**config.mk**
```make
export PLATFORM = sky130hd
export DESIGN_NAME = fifo_rd_drain_flat
export DESIGN_NICKNAME = d
export VERILOG_FILES = /design/src/rtl/fifo_rd_pkg.sv /design/src/rtl/fifo_rd_drain_if.sv /design/src/rtl/fifo_rd_skid.sv /design/src/rtl/fifo_rd_drain.sv /design/src/flat_wrapper.sv
export SDC_FILE = /design/constraint.sdc
export NUM_CORES = 1
export LEC_CHECK = 0
export ABC_AREA = 1
export CORE_ASPECT_RATIO = 0.5
export CORE_UTILIZATION = 25
export CTS_BUF_LIST = sky130_fd_sc_hd__clkbuf_16
export CTS_CLUSTER_SIZE = 25
export DETAILED_ROUTE_END_ITERATION = 12
export SLEW_MARGIN = 30
export SYNTH_ARGS = -nofsm -noshare
export SYNTH_HDL_FRONTEND = slang
export SYNTH_SLANG_ARGS = --single-unit
```
**constraint.sdc**
```tcl
create_clock -name rclk -period 1.8 [get_ports rclk]
set_input_delay 0.27 -clock rclk [delete_from_list [all_inputs] [get_ports rclk]]
set_output_delay 0.27 -clock rclk [all_outputs]
set_load 0.02 [all_outputs]
```
**src/rtl/fifo_rd_pkg.sv**
```systemverilog
`default_nettype none
// ============================================================================
// Module   : fifo_rd_pkg
// Purpose  : Shared types and constants for the async-FIFO read-side drain
//            (fifo_rd_drain and its skid buffer).
// Contents : state_t       - drain controller states
//            DATA_WIDTH_DEF - default word width
//            occ_width()    - bits needed to hold a skid occupancy 0..depth
// Revision : 1.0 - initial release
// ============================================================================
package fifo_rd_pkg;

  typedef enum logic [1:0] {
    IDLE  = 2'd0,
    BURST = 2'd1,
    FLUSH = 2'd2
  } state_t;

  localparam int DATA_WIDTH_DEF = 8;
  localparam int SKID_DEPTH_DEF = 2;

  // Occupancy must represent the full count 0..depth inclusive.
  function automatic int occ_width(input int depth);
    return $clog2(depth + 1);
  endfunction

  localparam int OCC_WIDTH_DEF = $clog2(SKID_DEPTH_DEF + 1);

endpackage
`default_nettype wire

```
**src/rtl/fifo_rd_drain_if.sv**
```systemverilog
`default_nettype none
// ============================================================================
// Module   : fifo_rd_drain_if
// Purpose  : Bundles the FIFO read port and the downstream valid/ready stream
//            seen by fifo_rd_drain.
// Ports    : master - the drain (drives r_en, stream outputs, status)
//            slave  - the environment (FIFO flags/data, m_ready)
// Revision : 1.0 - initial release
// ============================================================================
interface fifo_rd_drain_if
  import fifo_rd_pkg::*;
#(
  parameter int DATA_WIDTH = DATA_WIDTH_DEF,
  parameter int CNT_WIDTH  = 16
);
  logic                  empty;
  logic                  half_empty;
  logic [DATA_WIDTH-1:0] data_out;
  logic                  r_en;
  logic [DATA_WIDTH-1:0] m_data;
  logic                  m_valid;
  logic                  m_ready;
  logic                  busy;
  logic [CNT_WIDTH-1:0]  rd_count;

  modport master (
    input  empty, half_empty, data_out, m_ready,
    output r_en, m_data, m_valid, busy, rd_count
  );

  modport slave (
    output empty, half_empty, data_out, m_ready,
    input  r_en, m_data, m_valid, busy, rd_count
  );
endinterface
`default_nettype wire

```
**src/rtl/fifo_rd_skid.sv**
```systemverilog
`default_nettype none
// ============================================================================
// Module   : fifo_rd_skid
// Purpose  : Small FIFO-ordered output buffer that absorbs the FIFO's read
//            latency. Head entry is shown combinationally on data_o.
// Ports    : clk, rst      - clock, synchronous active-high reset
//            push_i/data_i - write one entry
//            pop_i         - remove head entry (ignored when empty)
//            data_o        - head entry, zero when empty
//            occ_o         - number of entries held
// Revision : 1.0 - initial release
// ============================================================================
module fifo_rd_skid
  import fifo_rd_pkg::*;
#(
  parameter int DATA_WIDTH = DATA_WIDTH_DEF,
  parameter int DEPTH      = 2,
  parameter int OCC_W      = occ_width(DEPTH)
) (
  input  wire logic                  clk,
  input  wire logic                  rst,
  input  wire logic                  push_i,
  input  wire logic [DATA_WIDTH-1:0] data_i,
  input  wire logic                  pop_i,
  output logic      [DATA_WIDTH-1:0] data_o,
  output logic      [OCC_W-1:0]      occ_o
);
  localparam int PTR_W = (DEPTH > 1) ? $clog2(DEPTH) : 1;
  localparam logic [PTR_W-1:0] c_last = PTR_W'(DEPTH - 1);
  localparam logic [OCC_W-1:0] c_full = OCC_W'(DEPTH);

  logic [DATA_WIDTH-1:0] mem_q [DEPTH];
  logic [PTR_W-1:0]      wr_ptr_q;
  logic [PTR_W-1:0]      rd_ptr_q;
  logic [OCC_W-1:0]      occ_q;
  logic                  w_pop;

  assign w_pop = pop_i && (occ_q != '0);

  // Storage carries no reset; occupancy alone decides what is valid.
  always_ff @(posedge clk) begin
    if (push_i) begin
      mem_q[wr_ptr_q] <= data_i;
    end
  end

  always_ff @(posedge clk) begin
    if (rst) begin
      wr_ptr_q <= '0;
      rd_ptr_q <= '0;
      occ_q    <= '0;
    end else begin
      // Push into a full buffer is only legal together with a pop.
      assert (!(push_i && !w_pop && (occ_q == c_full)));
      if (push_i) begin
        wr_ptr_q <= (wr_ptr_q == c_last) ? '0 : wr_ptr_q + 1'b1;
      end
      if (w_pop) begin
        rd_ptr_q <= (rd_ptr_q == c_last) ? '0 : rd_ptr_q + 1'b1;
      end
      case ({push_i, w_pop})
        2'b10:   occ_q <= occ_q + 1'b1;
        2'b01:   occ_q <= occ_q - 1'b1;
        default: occ_q <= occ_q;
      endcase
    end
  end

  assign data_o = (occ_q != '0) ? mem_q[rd_ptr_q] : '0;
  assign occ_o  = occ_q;

endmodule
`default_nettype wire

```
**src/rtl/fifo_rd_drain.sv**
```systemverilog
`default_nettype none
// ============================================================================
// Module   : fifo_rd_drain
// Purpose  : Read-side consumer of the async FIFO (rclk domain). Waits until
//            the FIFO is past half or a partial-fill timeout expires, then
//            drains it in a burst onto a valid/ready stream through a skid
//            buffer, counting delivered words.
// Ports    : rclk  - read clock
//            r_rst - synchronous active-high reset
//            bus   - fifo_rd_drain_if.master: empty, half_empty, data_out,
//                    r_en, m_data, m_valid, m_ready, busy, rd_count
// Revision : 1.0 - initial release
// ============================================================================
module fifo_rd_drain
  import fifo_rd_pkg::*;
#(
  parameter int DATA_WIDTH = DATA_WIDTH_DEF,
  parameter int SKID_DEPTH = 2,
  parameter int TIMEOUT    = 16,
  parameter int CNT_WIDTH  = 16
) (
  input  wire logic         rclk,
  input  wire logic         r_rst,
  fifo_rd_drain_if.master   bus
);
  localparam int OCC_W = occ_width(SKID_DEPTH);
  localparam logic [7:0]     c_tmo_last = 8'(TIMEOUT - 1);
  localparam logic [OCC_W:0] c_depth    = (OCC_W + 1)'(SKID_DEPTH);

  state_t                state_q, state_d;
  logic [7:0]            timer_q, timer_d;
  logic                  inflight_q;
  logic [CNT_WIDTH-1:0]  rd_count_q;
  logic [OCC_W-1:0]      w_occ;
  logic [DATA_WIDTH-1:0] w_head;
  logic                  w_pop;
  logic                  w_credit;
  logic                  w_ren;

  assign w_pop = (w_occ != '0) && bus.m_ready;

  // Room for one more read once the in-flight word and this cycle's pop
  // are accounted for: occ + inflight - pop < depth.
  assign w_credit = ({1'b0, w_occ} + {{OCC_W{1'b0}}, inflight_q})
                  < (c_depth + {{OCC_W{1'b0}}, w_pop});

  always_comb begin
    state_d = state_q;
    timer_d = timer_q;
    w_ren   = 1'b0;
    case (state_q)
      IDLE: begin
        timer_d = bus.empty ? 8'd0 : timer_q + 8'd1;
        if (!bus.half_empty || (!bus.empty && (timer_q == c_tmo_last))) begin
          state_d = BURST;
          timer_d = 8'd0;
        end
      end
      BURST: begin
        w_ren = !bus.empty && w_credit;
        // empty forces w_ren low, so this is "empty with no read".
        if (bus.empty) begin
          state_d = FLUSH;
        end
      end
      FLUSH: begin
        if (!bus.empty) begin
          state_d = BURST;
        end else if (!inflight_q && (w_occ == '0)) begin
          state_d = IDLE;
          timer_d = 8'd0;
        end
      end
      default: begin
        state_d = IDLE;
        timer_d = 8'd0;
      end
    endcase
  end

  always_ff @(posedge rclk) begin
    if (r_rst) begin
      state_q    <= IDLE;
      timer_q    <= 8'd0;
      inflight_q <= 1'b0;
      rd_count_q <= '0;
    end else begin
      state_q    <= state_d;
      timer_q    <= timer_d;
      inflight_q <= w_ren;
      rd_count_q <= rd_count_q + CNT_WIDTH'(w_pop);
    end
  end

  // data_out is valid exactly when inflight_q is set; capture it then.
  fifo_rd_skid #(
    .DATA_WIDTH (DATA_WIDTH),
    .DEPTH      (SKID_DEPTH),
    .OCC_W      (OCC_W)
  ) u_skid (
    .clk    (rclk),
    .rst    (r_rst),
    .push_i (inflight_q),
    .data_i (bus.data_out),
    .pop_i  (w_pop),
    .data_o (w_head),
    .occ_o  (w_occ)
  );

  assign bus.r_en     = w_ren;
  assign bus.m_data   = w_head;
  assign bus.m_valid  = (w_occ != '0);
  assign bus.busy     = (state_q != IDLE);
  assign bus.rd_count = rd_count_q;

endmodule
`default_nettype wire

```
**src/flat_wrapper.sv**
```systemverilog
// flat-port wrapper written by rule: the top's interface ports become plain ports
module fifo_rd_drain_flat import fifo_rd_pkg::*;
#(
  parameter int DATA_WIDTH = DATA_WIDTH_DEF,
  parameter int SKID_DEPTH = 2,
  parameter int TIMEOUT    = 16,
  parameter int CNT_WIDTH  = 16
)
  (rclk, r_rst, bus_empty, bus_half_empty, bus_data_out, bus_m_ready, bus_r_en, bus_m_data, bus_m_valid, bus_busy, bus_rd_count);
  fifo_rd_drain_if #(.DATA_WIDTH(DATA_WIDTH), .CNT_WIDTH(CNT_WIDTH)) bus_i ();
  input  wire logic rclk;
  input  wire logic r_rst;
  input wire logic [$bits(bus_i.empty)-1:0] bus_empty;
  input wire logic [$bits(bus_i.half_empty)-1:0] bus_half_empty;
  input wire logic [$bits(bus_i.data_out)-1:0] bus_data_out;
  input wire logic [$bits(bus_i.m_ready)-1:0] bus_m_ready;
  output wire logic [$bits(bus_i.r_en)-1:0] bus_r_en;
  output wire logic [$bits(bus_i.m_data)-1:0] bus_m_data;
  output wire logic [$bits(bus_i.m_valid)-1:0] bus_m_valid;
  output wire logic [$bits(bus_i.busy)-1:0] bus_busy;
  output wire logic [$bits(bus_i.rd_count)-1:0] bus_rd_count;
  assign bus_i.empty = bus_empty;
  assign bus_i.half_empty = bus_half_empty;
  assign bus_i.data_out = bus_data_out;
  assign bus_i.m_ready = bus_m_ready;
  assign bus_r_en = bus_i.r_en;
  assign bus_m_data = bus_i.m_data;
  assign bus_m_valid = bus_i.m_valid;
  assign bus_busy = bus_i.busy;
  assign bus_rd_count = bus_i.rd_count;
  fifo_rd_drain #(.DATA_WIDTH(DATA_WIDTH), .SKID_DEPTH(SKID_DEPTH), .TIMEOUT(TIMEOUT), .CNT_WIDTH(CNT_WIDTH)) u_core (.rclk(rclk), .r_rst(r_rst), .bus(bus_i));
endmodule
```
==> summary.txt <==
Clocking
  – Clock buffer depth: 2
  – CTS tree: yes
  – Clock root cell: clkbuf_16
  – TritonCTS Buffers: 5
  – Clk_lat worst skew: 0.29 ns
  – Sink Count: 48
  – H-Tree Level Count: 2
  – Setup bufs post-CTS: 0
  – Clock transition at path regs: 0.06 ns

GRT
  – Most used routing layer: met2
  – GR Layer Usage met2: 0.170
  – Grt ovf: 0
  – All-layer global routing usage: 0.106
  – Vias in the first global route: 1618
  – Largest net degree at the start of global routing: 17
  – Initial antenna violation count: 0
  – First-pass GRT wire length: 7.43 mm
  – M3 GR Usage: 0.0304
  – Met1 Track Usage GR: 0.137

Finish
  – Footprint of the multi-input gates: 1010 sq um
  – Layout cell share with drive strength beyond 1: 0.196
  – Finished Layout Cells: 444
  – Storage element area: 1120 sq um
  – P&R area growth vs syn: 42.5%
  – Fill cell count: 865
  – Antenna Cells: 0
  – Layout Nets: 350

Critical path
  – CP max stage cell: dfxtp_2
  – Req. time, crit path: 1.53 ns
  – WS Path Type: flip-flop to output port
  – WP depth: 6
  – Crit path max-delay family: adder cells
  – R2R Path Start: u_core.u_skid.occ_o[0]
  – CP Cell Sequence: ha_1 -> ha_1 -> o21ai_1 -> inv_1 -> nor3_2 -> buf_4
  – Worst reg2reg path endpoint: u_core.bus.rd_count[12]
  – Critical Path AT: 1.48 ns
  – CP startpoint kind: flip-flop
  – CP bufs+invs: 2
  – Crit path capture type: output port
  – Largest stage delay, worst path: 0.32 ns
  – FF-to-FF setup slack: 0.10 ns
  – Worst Reg-to-Reg Cells: 12
  – Most used cell, CP: ha_1
  – CP Max Fanout: 2

Hold path
  – WHS Endpoint: u_core.u_skid.rd_ptr_q
  – Hold Crit Class: flip-flop to flip-flop
  – HP Start: u_core.u_skid.rd_ptr_q
  – Worst Hold Depth: 1

Die
  – Site Rows: 23
  – Die area: 9140 sq um
  – Core area: 8230 sq um
  – IO Pins: 40
  – Die W: 134 um
  – Die H: 68.1 um
  – Initial Utilization: 0.266

STA
  – Slew Viols, Final: 0
  – RSZ-0062 raised after global routing: true
  – Min Tclk post-route: 1.75 ns
  – Finish-stage setup viols: 0
  – Final Hold Fails: 0
  – Fmax: 572 MHz
  – Rel. slew slack: 0.666
  – Worst-Margin Slew: 0.498 ns
  – Setup Total Neg Slack: 0 ns
  – Post-route clock skew: 0.00542 ns
  – Period Utilization, post-route: 0.971

Pwr
  – Switching Fraction: 0.260
  – Seq pwr share: 0.469
  – Leakage Power: 0.00122 uW
  – Logic pwr share: 0.165
  – P_sw: 651 uW
  – Clock share of power: 0.366
  – PwrDens: 804 nW/um^2
  – Internal power: 1850 uW
  – Peak supply drop: 0.375 mV

Synth
  – Syn Nets: 284
  – Async set-reset flop share out of synthesis: 0
  – Synth area leader: dfxtp_1
  – Area contributors post-synth: dfxtp_1 29%, edfxtp_1 22%, nand2_1 9.6%
  – Post-synth EDFFs: 16
  – Most used DFF post-synth: dfxtp_1
  – Synthesis Warnings: 0
  – Flops & latches, synth: 48
  – Library cells used by synthesis: 29
  – Count leader, synth: nand2_1
  – Post-Synthesis Cell Area: 2190 sq um
  – Syn avg cell area: 8.25 sq um
  – Synth top area share: 0.293
  – Synthesized netlist cell count: 265
  – Seq/Total Area, Yosys: 0.513
  – Top cell types by occurrence after synthesis: 56 x nand2_1, 35 x inv_1, 34 x nor2_1, 32 x dfxtp_1, 24 x a21oi_1

Drt
  – Final WL: 4.53 mm
  – Initial drt markers: 61
  – Average wire per standard cell: 10.2 um
  – Initial DRT Pass Iterations: 4
  – Post-route antenna net violation count: 0
  – DR vias: 1841
  – Residual DRC: 0
  – Vias per inst: 4.15

Outcome
  – Outcome: finished, final reports clean

Placement
  – Final GP Congestion: 0.788
  – Cells after DPL: 436
  – # port buffers: 39
  – HPWL after detailed placement: 3.37 mm

Job
  – Maxcap violations: 0
kinds of logic (layout without fill, tap and decap cells):
family,Yosys count,in the layout,share of synthesized area
buf+inv,40,107,0.0721
compound gates,41,41,0.105
fa+ha+maj,6,6,0.0343
xor+xnor,4,4,0.0160
simple gates,126,126,0.259
flops,48,48,0.513
repair_timing:
item	CTS	global route
endpoints found under the setup margin	15	12
pin swaps	2	5
resized for setup	22	20
hold buffers	0	0
per-layer routing:
layer | up-vias | wire length (um)
met5 | - | 0
met4 | 0 | 51
met3 | 5 | 167
met2 | 25 | 1940
met1 | 816 | 2370
li1 | 995 | -
power groups by stage:
stage                     sequential, uW  clock, uW  combinational [uW]
after detailed placement            1200          0                 436
after global placement              1200          0                 432
after floorplan                     1200          0                 222
after CTS                           1170        948                 418
final                               1170        915                 413
after global routing                1180       1010                 457
registers in the layout (all words and copies together) (netlist names), named ones only:
| signal | flops |
|---|---|
| u_core.bus.rd_count | 16 |
| u_core.u_skid.mem_q | 16 |
| u_core.timer_q | 8 |
| u_core.state_q | 2 |
| u_core.u_skid.occ_o | 2 |
| u_core.inflight_q | 1 |
| u_core.u_skid.rd_ptr_q | 1 |
| u_core.u_skid.wr_ptr_q | 1 |
placed cells by master, fill, tap and decap left out, types with 3 or more instances in the layout:
cell	instances
a21oi_1	24
buf_4	25
clkbuf_16	5
clkdlybuf4s50_1	28
dfxtp_1	31
dlygate4sd2_1	7
edfxtp_1	16
ha_1	4
inv_1	32
inv_2	3
nand2_1	54
nand2_2	3
nand3_1	12
nand3_2	3
nor2_1	32
nor2_4	6
nor3_1	4
nor3_2	3
o21ai_0	8
o21ai_1	3
final cells by class:
type / count / share of cell area
clock buffers: 5 / 0.0402
clock inverters: 3 / 0.00763
inverters: 36 / 0.0442
multi-input cells: 177 / 0.324
flip-flops and latches: 48 / 0.360
well taps: 112 / 0.0450
repair buffers: 63 / 0.179
how the worst max path moves through the flow:
stage,to,slack [ns],from
2_1_floorplan,u_core.bus.rd_count[8],0.02,u_core.u_skid.occ_o[0]
3_5_place_dp,u_core.bus.rd_count[12],-0.30,bus_m_ready
4_1_cts,bus_r_en,0.01,u_core.u_skid.occ_o[0]
6_report,bus_r_en,0.05,u_core.u_skid.occ_o[0]
5_1_grt,u_core.bus.rd_count[8],-0.05,u_core.u_skid.occ_o[0]
3_3_place_gp,bus_r_en,-0.28,bus_empty
through the flow:
step	util	hold slack [ns]	worst slack (ns)	total power [uW]	cell area [sq um]
5_1_grt	0.378	0.476	-0.0508	2640	3110
3_5_place_dp	0.350	0.445	-0.297	1630	2880
4_1_cts	0.371	0.454	0.0123	2540	3060
6_report	0.378	0.450	0.0522	2500	3110
3_3_place_gp	0.350	0.436	-0.277	1630	2880
2_1_floorplan	-	0.347	0.0167	1420	2190
Note: power is estimated with default switching activity, not from simulation.
